File: src/rtl/dmem_lsu_pkg.sv
`default_nettype none
// ============================================================================
// Module      : dmem_lsu_pkg
// Description : Shared encodings for the data-memory load/store unit:
//               funct3 memory-op codes, FSM state codes, access-size
//               strobe patterns and the core data width.
// Revision    : 1.0 - initial release
// ============================================================================
package dmem_lsu_pkg;

    localparam int XLEN   = 64;
    localparam int STRB_W = XLEN / 8;

    // funct3 size/sign encodings as presented on the core's MemOp port
    localparam logic [2:0] MEM_B  = 3'b000;
    localparam logic [2:0] MEM_H  = 3'b001;
    localparam logic [2:0] MEM_W  = 3'b010;
    localparam logic [2:0] MEM_D  = 3'b011;
    localparam logic [2:0] MEM_BU = 3'b100;
    localparam logic [2:0] MEM_HU = 3'b101;
    localparam logic [2:0] MEM_WU = 3'b110;

    // Transaction FSM state encoding
    localparam logic [2:0] ST_IDLE = 3'd0;
    localparam logic [2:0] ST_REQ  = 3'd1;
    localparam logic [2:0] ST_RESP = 3'd2;
    localparam logic [2:0] ST_ERR  = 3'd3;
    localparam logic [2:0] ST_DONE = 3'd4;

    // Access size is the low two bits of funct3; bit 2 only selects zero-extend
    typedef enum logic [1:0] {
        SZ_B = 2'b00,
        SZ_H = 2'b01,
        SZ_W = 2'b10,
        SZ_D = 2'b11
    } size_e;

    // Byte-enable pattern for an access at lane 0
    localparam logic [STRB_W-1:0] C_STRB_B = 8'h01;
    localparam logic [STRB_W-1:0] C_STRB_H = 8'h03;
    localparam logic [STRB_W-1:0] C_STRB_W = 8'h0F;
    localparam logic [STRB_W-1:0] C_STRB_D = 8'hFF;

    function automatic logic [STRB_W-1:0] size_strb(input logic [1:0] sz);
        logic [STRB_W-1:0] strb;
        case (sz)
            SZ_B:    strb = C_STRB_B;
            SZ_H:    strb = C_STRB_H;
            SZ_W:    strb = C_STRB_W;
            default: strb = C_STRB_D;
        endcase
        return strb;
    endfunction

endpackage
`default_nettype wire

File: src/rtl/dmem_lsu_align.sv
`default_nettype none
// ============================================================================
// Module      : lsu_align
// Description : Purely combinational lane logic for the load/store unit:
//               misalignment detection, store strobe/data lane shifting and
//               load-data extraction with sign or zero extension.
// Revision    : 1.0 - initial release
// ============================================================================
module lsu_align
    import dmem_lsu_pkg::*;
(
    input  logic [1:0]        st_size_i,
    input  logic [2:0]        st_off_i,
    input  logic [XLEN-1:0]   st_data_i,
    output logic              misalign_o,
    output logic [STRB_W-1:0] st_strb_o,
    output logic [XLEN-1:0]   st_data_o,
    input  logic [2:0]        ld_op_i,
    input  logic [2:0]        ld_off_i,
    input  logic [XLEN-1:0]   ld_raw_i,
    output logic [XLEN-1:0]   ld_data_o
);

    logic [XLEN-1:0] w_ld_shift;
    logic            w_ld_signed;

    // Natural-alignment check and store lane placement for the incoming access
    always_comb begin
        case (st_size_i)
            SZ_H:    misalign_o = st_off_i[0];
            SZ_W:    misalign_o = |st_off_i[1:0];
            SZ_D:    misalign_o = |st_off_i;
            default: misalign_o = 1'b0;
        endcase
        st_strb_o = size_strb(st_size_i) << st_off_i;
        st_data_o = st_data_i << {st_off_i, 3'b000};
    end

    // Bring the addressed bytes down to bit 0, then extend to full width
    always_comb begin
        w_ld_shift  = ld_raw_i >> {ld_off_i, 3'b000};
        w_ld_signed = ~ld_op_i[2];
        case (ld_op_i[1:0])
            SZ_B:    ld_data_o = {{(XLEN-8){w_ld_signed & w_ld_shift[7]}},   w_ld_shift[7:0]};
            SZ_H:    ld_data_o = {{(XLEN-16){w_ld_signed & w_ld_shift[15]}}, w_ld_shift[15:0]};
            SZ_W:    ld_data_o = {{(XLEN-32){w_ld_signed & w_ld_shift[31]}}, w_ld_shift[31:0]};
            default: ld_data_o = w_ld_shift;
        endcase
    end

endmodule
`default_nettype wire

File: src/rtl/dmem_lsu.sv
`default_nettype none
// ============================================================================
// Module      : dmem_lsu
// Description : Load/store unit bridging the core's single-cycle data-memory
//               port to a valid/ready bus. Stalls the core for the duration
//               of one bus transaction and returns formatted load data.
// Revision    : 1.0 - initial release
// ============================================================================
module dmem_lsu #(
    parameter int XLEN   = 64,
    parameter int STRB_W = XLEN / 8
) (
    input  logic              clk,
    input  logic              rst_n,
    input  logic              req_valid_i,
    input  logic              mem_wr_i,
    input  logic [2:0]        mem_op_i,
    input  logic [XLEN-1:0]   addr_i,
    input  logic [XLEN-1:0]   wdata_i,
    output logic [XLEN-1:0]   rdata_o,
    output logic              done_o,
    output logic              stall_o,
    output logic              err_o,
    output logic              bus_req_valid_o,
    input  logic              bus_req_ready_i,
    output logic              bus_we_o,
    output logic [XLEN-1:0]   bus_addr_o,
    output logic [XLEN-1:0]   bus_wdata_o,
    output logic [STRB_W-1:0] bus_wstrb_o,
    input  logic              bus_rsp_valid_i,
    input  logic              bus_rsp_err_i,
    input  logic [XLEN-1:0]   bus_rdata_i
);
    import dmem_lsu_pkg::*;

    logic [2:0]        state_q,         state_d;
    logic [2:0]        op_q,            op_d;
    logic [2:0]        off_q,           off_d;
    logic              bus_req_valid_q, bus_req_valid_d;
    logic              bus_we_q,        bus_we_d;
    logic [XLEN-1:0]   bus_addr_q,      bus_addr_d;
    logic [XLEN-1:0]   bus_wdata_q,     bus_wdata_d;
    logic [STRB_W-1:0] bus_wstrb_q,     bus_wstrb_d;
    logic [XLEN-1:0]   rdata_q,         rdata_d;
    logic              done_q,          done_d;
    logic              err_q,           err_d;

    logic              w_misalign;
    logic [STRB_W-1:0] w_st_strb;
    logic [XLEN-1:0]   w_st_data;
    logic [XLEN-1:0]   w_ld_data;

    // Store side works on the live core inputs (captured in IDLE);
    // load side works on the op/offset captured with the request.
    lsu_align u_align (
        .st_size_i  (mem_op_i[1:0]),
        .st_off_i   (addr_i[2:0]),
        .st_data_i  (wdata_i),
        .misalign_o (w_misalign),
        .st_strb_o  (w_st_strb),
        .st_data_o  (w_st_data),
        .ld_op_i    (op_q),
        .ld_off_i   (off_q),
        .ld_raw_i   (bus_rdata_i),
        .ld_data_o  (w_ld_data)
    );

    // Transaction sequencing and next values for every registered output
    always_comb begin
        state_d         = state_q;
        op_d            = op_q;
        off_d           = off_q;
        bus_req_valid_d = bus_req_valid_q;
        bus_we_d        = bus_we_q;
        bus_addr_d      = bus_addr_q;
        bus_wdata_d     = bus_wdata_q;
        bus_wstrb_d     = bus_wstrb_q;
        rdata_d         = rdata_q;
        done_d          = 1'b0;
        err_d           = 1'b0;
        case (state_q)
            ST_IDLE: begin
                if (req_valid_i) begin
                    op_d  = mem_op_i;
                    off_d = addr_i[2:0];
                    if (w_misalign) begin
                        state_d = ST_ERR;
                    end else begin
                        state_d         = ST_REQ;
                        bus_req_valid_d = 1'b1;
                        bus_we_d        = mem_wr_i;
                        bus_addr_d      = {addr_i[XLEN-1:3], 3'b000};
                        // Loads present no byte enables and no write data
                        bus_wstrb_d     = mem_wr_i ? w_st_strb : '0;
                        bus_wdata_d     = mem_wr_i ? w_st_data : '0;
                    end
                end
            end
            ST_REQ: begin
                if (bus_req_ready_i) begin
                    bus_req_valid_d = 1'b0;
                    state_d         = ST_RESP;
                end
            end
            ST_RESP: begin
                if (bus_rsp_valid_i) begin
                    rdata_d = w_ld_data;
                    err_d   = bus_rsp_err_i;
                    done_d  = 1'b1;
                    state_d = ST_DONE;
                end
            end
            ST_ERR: begin
                rdata_d = '0;
                err_d   = 1'b1;
                done_d  = 1'b1;
                state_d = ST_DONE;
            end
            ST_DONE: begin
                state_d = ST_IDLE;
            end
            default: begin
                state_d = ST_IDLE;
            end
        endcase
    end

    // State and output registers; reset abandons any in-flight transaction
    always_ff @(posedge clk or negedge rst_n) begin
        if (!rst_n) begin
            state_q         <= ST_IDLE;
            op_q            <= '0;
            off_q           <= '0;
            bus_req_valid_q <= 1'b0;
            bus_we_q        <= 1'b0;
            bus_addr_q      <= '0;
            bus_wdata_q     <= '0;
            bus_wstrb_q     <= '0;
            rdata_q         <= '0;
            done_q          <= 1'b0;
            err_q           <= 1'b0;
        end else begin
            state_q         <= state_d;
            op_q            <= op_d;
            off_q           <= off_d;
            bus_req_valid_q <= bus_req_valid_d;
            bus_we_q        <= bus_we_d;
            bus_addr_q      <= bus_addr_d;
            bus_wdata_q     <= bus_wdata_d;
            bus_wstrb_q     <= bus_wstrb_d;
            rdata_q         <= rdata_d;
            done_q          <= done_d;
            err_q           <= err_d;
        end
    end

    assign rdata_o         = rdata_q;
    assign done_o          = done_q;
    assign err_o           = err_q;
    assign bus_req_valid_o = bus_req_valid_q;
    assign bus_we_o        = bus_we_q;
    assign bus_addr_o      = bus_addr_q;
    assign bus_wdata_o     = bus_wdata_q;
    assign bus_wstrb_o     = bus_wstrb_q;
    assign stall_o         = req_valid_i && !done_q;

endmodule
`default_nettype wire

File: config.mk
export PLATFORM = sky130hd
export DESIGN_NAME = dmem_lsu
export DESIGN_NICKNAME = d
export VERILOG_FILES = /design/src/rtl/dmem_lsu_pkg.sv /design/src/rtl/dmem_lsu_align.sv /design/src/rtl/dmem_lsu.sv
export SDC_FILE = /design/constraint.sdc
export NUM_CORES = 1
export LEC_CHECK = 0
export CAP_MARGIN = 10
export CORE_MARGIN = 5
export CORE_UTILIZATION = 46
export CTS_CLUSTER_SIZE = 25
export DETAILED_ROUTE_END_ITERATION = 7
export PLACE_DENSITY = 0.93
export SLEW_MARGIN = 10
export SYNTH_ARGS = -nofsm -noshare
export SYNTH_HDL_FRONTEND = slang
export SYNTH_SLANG_ARGS = --single-unit
export TNS_END_PERCENT = 5
File: constraint.sdc
create_clock -name clk -period 3.1 [get_ports clk]
set_clock_uncertainty 0.05 [all_clocks]
set_input_delay 0.31 -clock clk [delete_from_list [all_inputs] [get_ports clk]]
set_output_delay 0.31 -clock clk [all_outputs]
set_load 0.01 [all_outputs]
Word-level counts from Yosys, hierarchy flattened
Index checks and enable logic that the tools add are counted.

word-level totals
  flip-flop bits (word level) = 210
  bits of input ports = 202
  output and inout bits = 205
  word-level logic and storage cells = 65

operators by class
  eq/ne operators = 12
  shift-type cells = 3
  mux-type cells = 20
  bitwise logic cells = 5
  reduce and logical (&&, ||, !) cells = 14

operators by type and width
  operator                                                                number
  64-bit case mux with 3 select lines                                     1
  64-bit 2-to-1 mux                                                       2
  64-bit case mux with 2 select lines                                     1
  64-bit by 6-bit << shifter with 64-bit output                           1
  64-bit by 6-bit right shift with 64-bit output                          1
  8-bit case mux with 3 select lines                                      1
  3-bit case mux with 4 select lines                                      1
  3-bit 2-to-1 mux                                                        3
  8-bit 2-to-1 mux                                                        1
  2-bit inequality test (second input constant)                           4
  8-bit by 3-bit << shifter with 8-bit output                             1
  2-bit equality test (second input constant)                             3
  3-bit by 2-bit equality test with 1-bit output (second input constant)  2
  1-bit case mux with 2 select lines                                      3
  3-bit AND reduction                                                     2
  1-bit 2-to-1 mux                                                        5
  2-bit by 1-bit equality test with 1-bit output (second input constant)  2
  2-bit logical NOT                                                       2
  2-bit AND reduction                                                     2
  4-bit AND reduction                                                     1
  2-bit nonzero test                                                      2
  1-bit bitwise AND                                                       3
  3-bit by 1-bit equality test with 1-bit output (second input constant)  1
  3-bit logical NOT                                                       1
  other kinds (7)                                                         8

Depth between registers and ports, before layout
  depth after elaboration = 5
  gate-level depth with buffers = 9
  depth with buffers taken out = 5

Cells and area by module
From an unflattened synthesis, not the netlist that was laid out.

unflattened totals
  cell total of the unflattened synthesis = 1158
  area total of the unflattened synthesis = 12176.7 um^2

modules (own cells, without submodules)
  module     times used  cells each  area each (um^2)  seq. area each (um^2)
  dmem_lsu   1           638         8034.0            5255.0
  lsu_align  1           520         4142.7            0.0

Worst setup path before layout
OpenSTA, ideal clock, no wires.

  kind = flip-flop to flip-flop
  from = register off_q[2]
  to = register rdata_q[60] (netlist: rdata_o[60])
  library setup time = 0.133 ns
  arrival time = 1.953 ns
  data required time = 2.917 ns
  setup slack = 0.965 ns
  stages on the path, launching flop included = 7
  path buffers = 2
  clock period less this slack = 2.135 ns
  cells stage by stage = dfrtp_1 -> buf_6 -> mux2_4 -> mux4_2 -> a311oi_4 -> buf_6 -> o31ai_2

on the way
  word-level cells in the longest chain between the ends = 5
  elaborated cells on any way between the ends = 7
  classes of those cells = shift: 1; mux: 3; bitwise: 3

RTL lines
  item                                              line                                                              RTL
  start, declared                                   dmem_lsu.sv:38                                                    logic [2:0] off_q, off_d;
  start signal, assigned                            dmem_lsu.sv:133                                                   off_q <= '0;
  start signal, assigned                            dmem_lsu.sv:145                                                   off_q <= off_d;
  64-bit by 6-bit right shift with 64-bit output *  dmem_lsu_align.sv:41                                              w_ld_shift = ld_raw_i >> {ld_off_i, 3'b000};
  1-bit bitwise AND (on tied branches)              dmem_lsu_align.sv:46, dmem_lsu_align.sv:44, dmem_lsu_align.sv:45
  64-bit case mux with 3 select lines *             dmem_lsu_align.sv:43                                              case (ld_op_i[1:0])
  64-bit 2-to-1 mux *                               dmem_lsu.sv:106                                                   if (bus_rsp_valid_i) begin
  64-bit case mux with 2 select lines *             dmem_lsu.sv:81                                                    case (state_q)
  end signal, assigned                              dmem_lsu.sv:151                                                   rdata_q <= rdata_d;
  end, declared                                     dmem_lsu.sv:44                                                    logic [XLEN-1:0] rdata_q, rdata_d;

Every way passes the cells marked *; elsewhere a longest branch is shown, timed or not. The select of a mux whose other input is x is not followed.
A chain may end at the register's enable or synchronous reset.

Final worst setup path
  from = register off_q[0]
  to = register rdata_q[35] (netlist: rdata_o[35])

Same word-level chain as after synthesis.

==> flow_summary.ini <==
[timing]
max_clock_freq_mhz = 377
setup-violations-final = 0
timing_max_transition_violations_final = 0
tightest_slew_ns = 0.943
finalHoldViolations = 0
slew_headroom = 0.370
period_minus_slack_ns = 2.65
unrepaired_setup_endpoints_after_global_routing = no
final_critical_path_share_of_the_clock_period = 0.855
postLayoutSetupSlackWorst_ns = 0.450
totalNegativeSetupSlack_ns = 0

[cts]
cts.path.max_buffers = 3
clock_latency_ns = 0.51
tritoncts_clock_tree = built
cts-root-buf = clkbuf_16
cts.clk_slew.worst_paths_ns = 0.06
numClockSinks = 210
htree_num_levels = 1
number_of_clock_buffers_inserted_by_tritoncts = 24
post_cts.resized_instances = 0

[setup_path]
path_buf_inv = 2
sequence_of_cells_on_the_critical_path = buf_12 > nor2_1 > a2bb2oi_1 > a21oi_1 > a311oi_4 > buf_12 > o31ai_1
critical_path.startpoint_type = flip-flop
arrival_time_worst_endpoint_ns = 2.99
crit_family = compound AO/OA/AOI/OAI gates
critical-path-slowest-cell = dfrtp_2
worst_stage_delay_on_the_critical_path_ns = 0.60
setup.worst_path.end_class = flip-flop
critical_path_peak_fanout = 32
timing.critical_path.mode_cell = buf_12
cp_data_required_time_ns = 3.44
timing.setup.critical_path_class = reg -> reg

[die]
die_area_sq_um = 27600
initial_utilization = 0.464
floorplan.io_pins = 407
fp.coreArea_sq_um = 24200
rows = 57
die_width_um = 166
die_boundary_height_um = 166

[place]
preCtsSetupSlack_ns = 0.482
place.detailed.instances = 1715
io_buffer_count = 403
final_hpwl_from_detailed_placement_mm = 31.2
gp_congestion = 0.982

[job]
cap_viol_max_count = 0

[global_route]
grt_first_pass_wirelength_mm = 63.4
via_count_of_the_first_global_routing_pass = 10800
grt_overflow = 0
grt_use_total = 0.286
grt_start_max_net_pins = 91
grt_antenna_before_repair = 0

[routing]
post_drt_wl_per_cell_um = 23.4
postRouteWirelength_mm = 41.3
detailed_route_drc_error_count = 0
routed.top_layer = met4
via_total_after_detailed_routing = 10500
first_pass_iters = 5
route.layer.met1.wl_mm = 15.4
met2WireLength_mm = 20.3
met3_wirelength_mm = 3.86
route.detailed.vias_per_inst = 5.95
detail-route-antenna-nets = 0
detail_route.iter0.violations = 1219

[synthesis]
yosys_register_bits = 210
yosysWarningCount = 0
post_synth.cell_area_avg_sq_um = 10.7
synthDominantAreaCellType = dfrtp_1
cells_taking_the_most_area_after_synthesis = dfrtp_1 (47%), mux2_2 (8.4%), mux2i_1 (7.0%)
synth_common_cells = dfrtp_1 (210), nand2_1 (141), o21ai_0 (94)
syn-instance-count = 1053
most_instantiated_library_cell_after_synthesis = dfrtp_1
count_of_flip_flops_with_a_built_in_enable_after_synthesis = 0
synth.yosys.seq_area_share = 0.468
synth-main-ff-cell = dfrtp_1
yosysTopAreaCellShare = 0.468
netlist-cell-type-count = 51
synth-async-reset-ratio = 1.00
post_syn_area_sq_um = 11200

[power]
net-switching-power_w = 0.00590
max-vdd-ir-drop_mv = 0.567
p_seq_frac = 0.304
p_comb_frac = 0.502
p_sw_frac = 0.374
p_int_w = 0.00990
power_density_nw_per_um2 = 960
p_clk_frac = 0.194
leakage_nw = 6.97

[final_layout]
layout-area-overhead-vs-synth_pct = 46.6
utilization = 0.681
layout-drive-gt1-share = 0.151
fin_cells = 1760
final.fill_count = 1772
nets = 1620

[worst_hold_path]
hold_path_class = in -> reg

[run_status]
result_of_the_run = completed
## sequential cells by signal, summed over array words and instances, names as in the netlist
signal	cells
bus_req_valid_o	1
done_o	1
bus_addr_o	61
bus_wstrb_o	8
rdata_o	64
err_o	1
bus_wdata_o	64
op_q	3
bus_we_o	1
off_q	3
state_q	3
## final cells by class
type	instances	area (sq um)	area share
multi-input cells	738	5520	0.335
flip-flops and latches	210	5260	0.319
repair buffers	434	4360	0.265
clock buffers	31	698	0.0424
well taps	324	405	0.0246
clock inverters	12	174	0.0106
inverters	10	37.5	0.00228
diodes	1	2.50	0.000152
## power groups by stage
stage | registers, W | clock network [W] | logic, W
detailed placement | 0.00480 | 0 | 0.00782
global placement | 0.00476 | 0 | 0.00765
global route | 0.00493 | 0.00325 | 0.00841
finish | 0.00481 | 0.00307 | 0.00793
floorplan | 0.00508 | 0 | 0.00365
CTS | 0.00479 | 0.00311 | 0.00789
## cells in the final DEF (no fill, tap or decap), types with 3 or more instances in the layout
| cell | n |
|---|---|
| a211oi_1 | 25 |
| a21oi_1 | 43 |
| a221o_1 | 24 |
| a22o_1 | 33 |
| a2bb2oi_1 | 7 |
| a31oi_1 | 15 |
| a32o_1 | 6 |
| and2_1 | 14 |
| buf_12 | 8 |
| buf_4 | 22 |
| bufinv_16 | 4 |
| clkbuf_16 | 25 |
| clkbuf_8 | 6 |
| clkdlybuf4s50_1 | 400 |
| clkinv_2 | 4 |
| conb_1 | 3 |
| dfrtp_1 | 209 |
| inv_1 | 10 |
| mux2_2 | 84 |
| mux2i_1 | 79 |
| mux4_2 | 23 |
| nand2_1 | 140 |
| nand2b_1 | 3 |
| nor2_1 | 47 |
| nor2b_1 | 16 |
| nor3_1 | 3 |
| o211ai_1 | 5 |
| o21ai_0 | 93 |
| o21ai_2 | 18 |
| o22ai_1 | 15 |
| o31ai_1 | 13 |
## metrics by stage
step	cell area (sq um)	total power [W]	hold slack [ns]
global placement	15600	0.0124	0.363
floorplan	11200	0.00872	-0.0356
finish	16500	0.0158	0.311
detailed placement	15600	0.0126	0.380
CTS	16500	0.0158	0.312
global route	16500	0.0166	0.322
## cell families after synthesis
kind of cell,Yosys count,share of synthesized area
AOI/OAI and AO/OA,313,0.195
buffers and inverters,107,0.0437
DFF,210,0.468
muxes,188,0.204
other,1,0.000334
and+or+nand+nor,234,0.0897
## worst reg2reg max path: stages (launching register included)
cell and delay, ns:
dfrtp_2 0.60, buf_12 0.27, nor2_1 0.50, a2bb2oi_1 0.19, a21oi_1 0.29, a311oi_4 0.09
buf_12 0.21, o31ai_1 0.33
## repair_timing
item / 4_1_cts / 5_1_grt
setup buffers: 0 / 0
endpoints found under the hold margin: 87 / 0
hold buffers: 1 / 0
setup endpoints to repair: 0 / 0
## worst paths after layout
kind                                        start                           to  slack (ns)  depth (start not counted)
max                          off_q[0]$_DFFE_PN0P_      rdata_o[35]$_DFFE_PN0P_        0.45                          7
min                                     addr_i[1]         off_q[1]$_DFFE_PN0P_        0.31                          4
max reg2reg                  off_q[0]$_DFFE_PN0P_      rdata_o[35]$_DFFE_PN0P_        0.45                          7
min reg2reg                rdata_o[4]$_DFFE_PN0P_       rdata_o[4]$_DFFE_PN0P_        0.43                          2
max in group asynchronous                   rst_n  bus_wdata_o[48]$_DFFE_PN0P_        1.61                          3
min in group asynchronous                   rst_n      rdata_o[40]$_DFFE_PN0P_        0.37                          2
## metal layers
metal | up-vias | GRT usage
met4 | 0 | 0.110
met2 | 657 | 0.491
met1 | 5102 | 0.351
met5 | - | 0
li1 | 4590 | -
met3 | 125 | 0.0683
No activity file was read; power rests on OpenSTA's default activity.
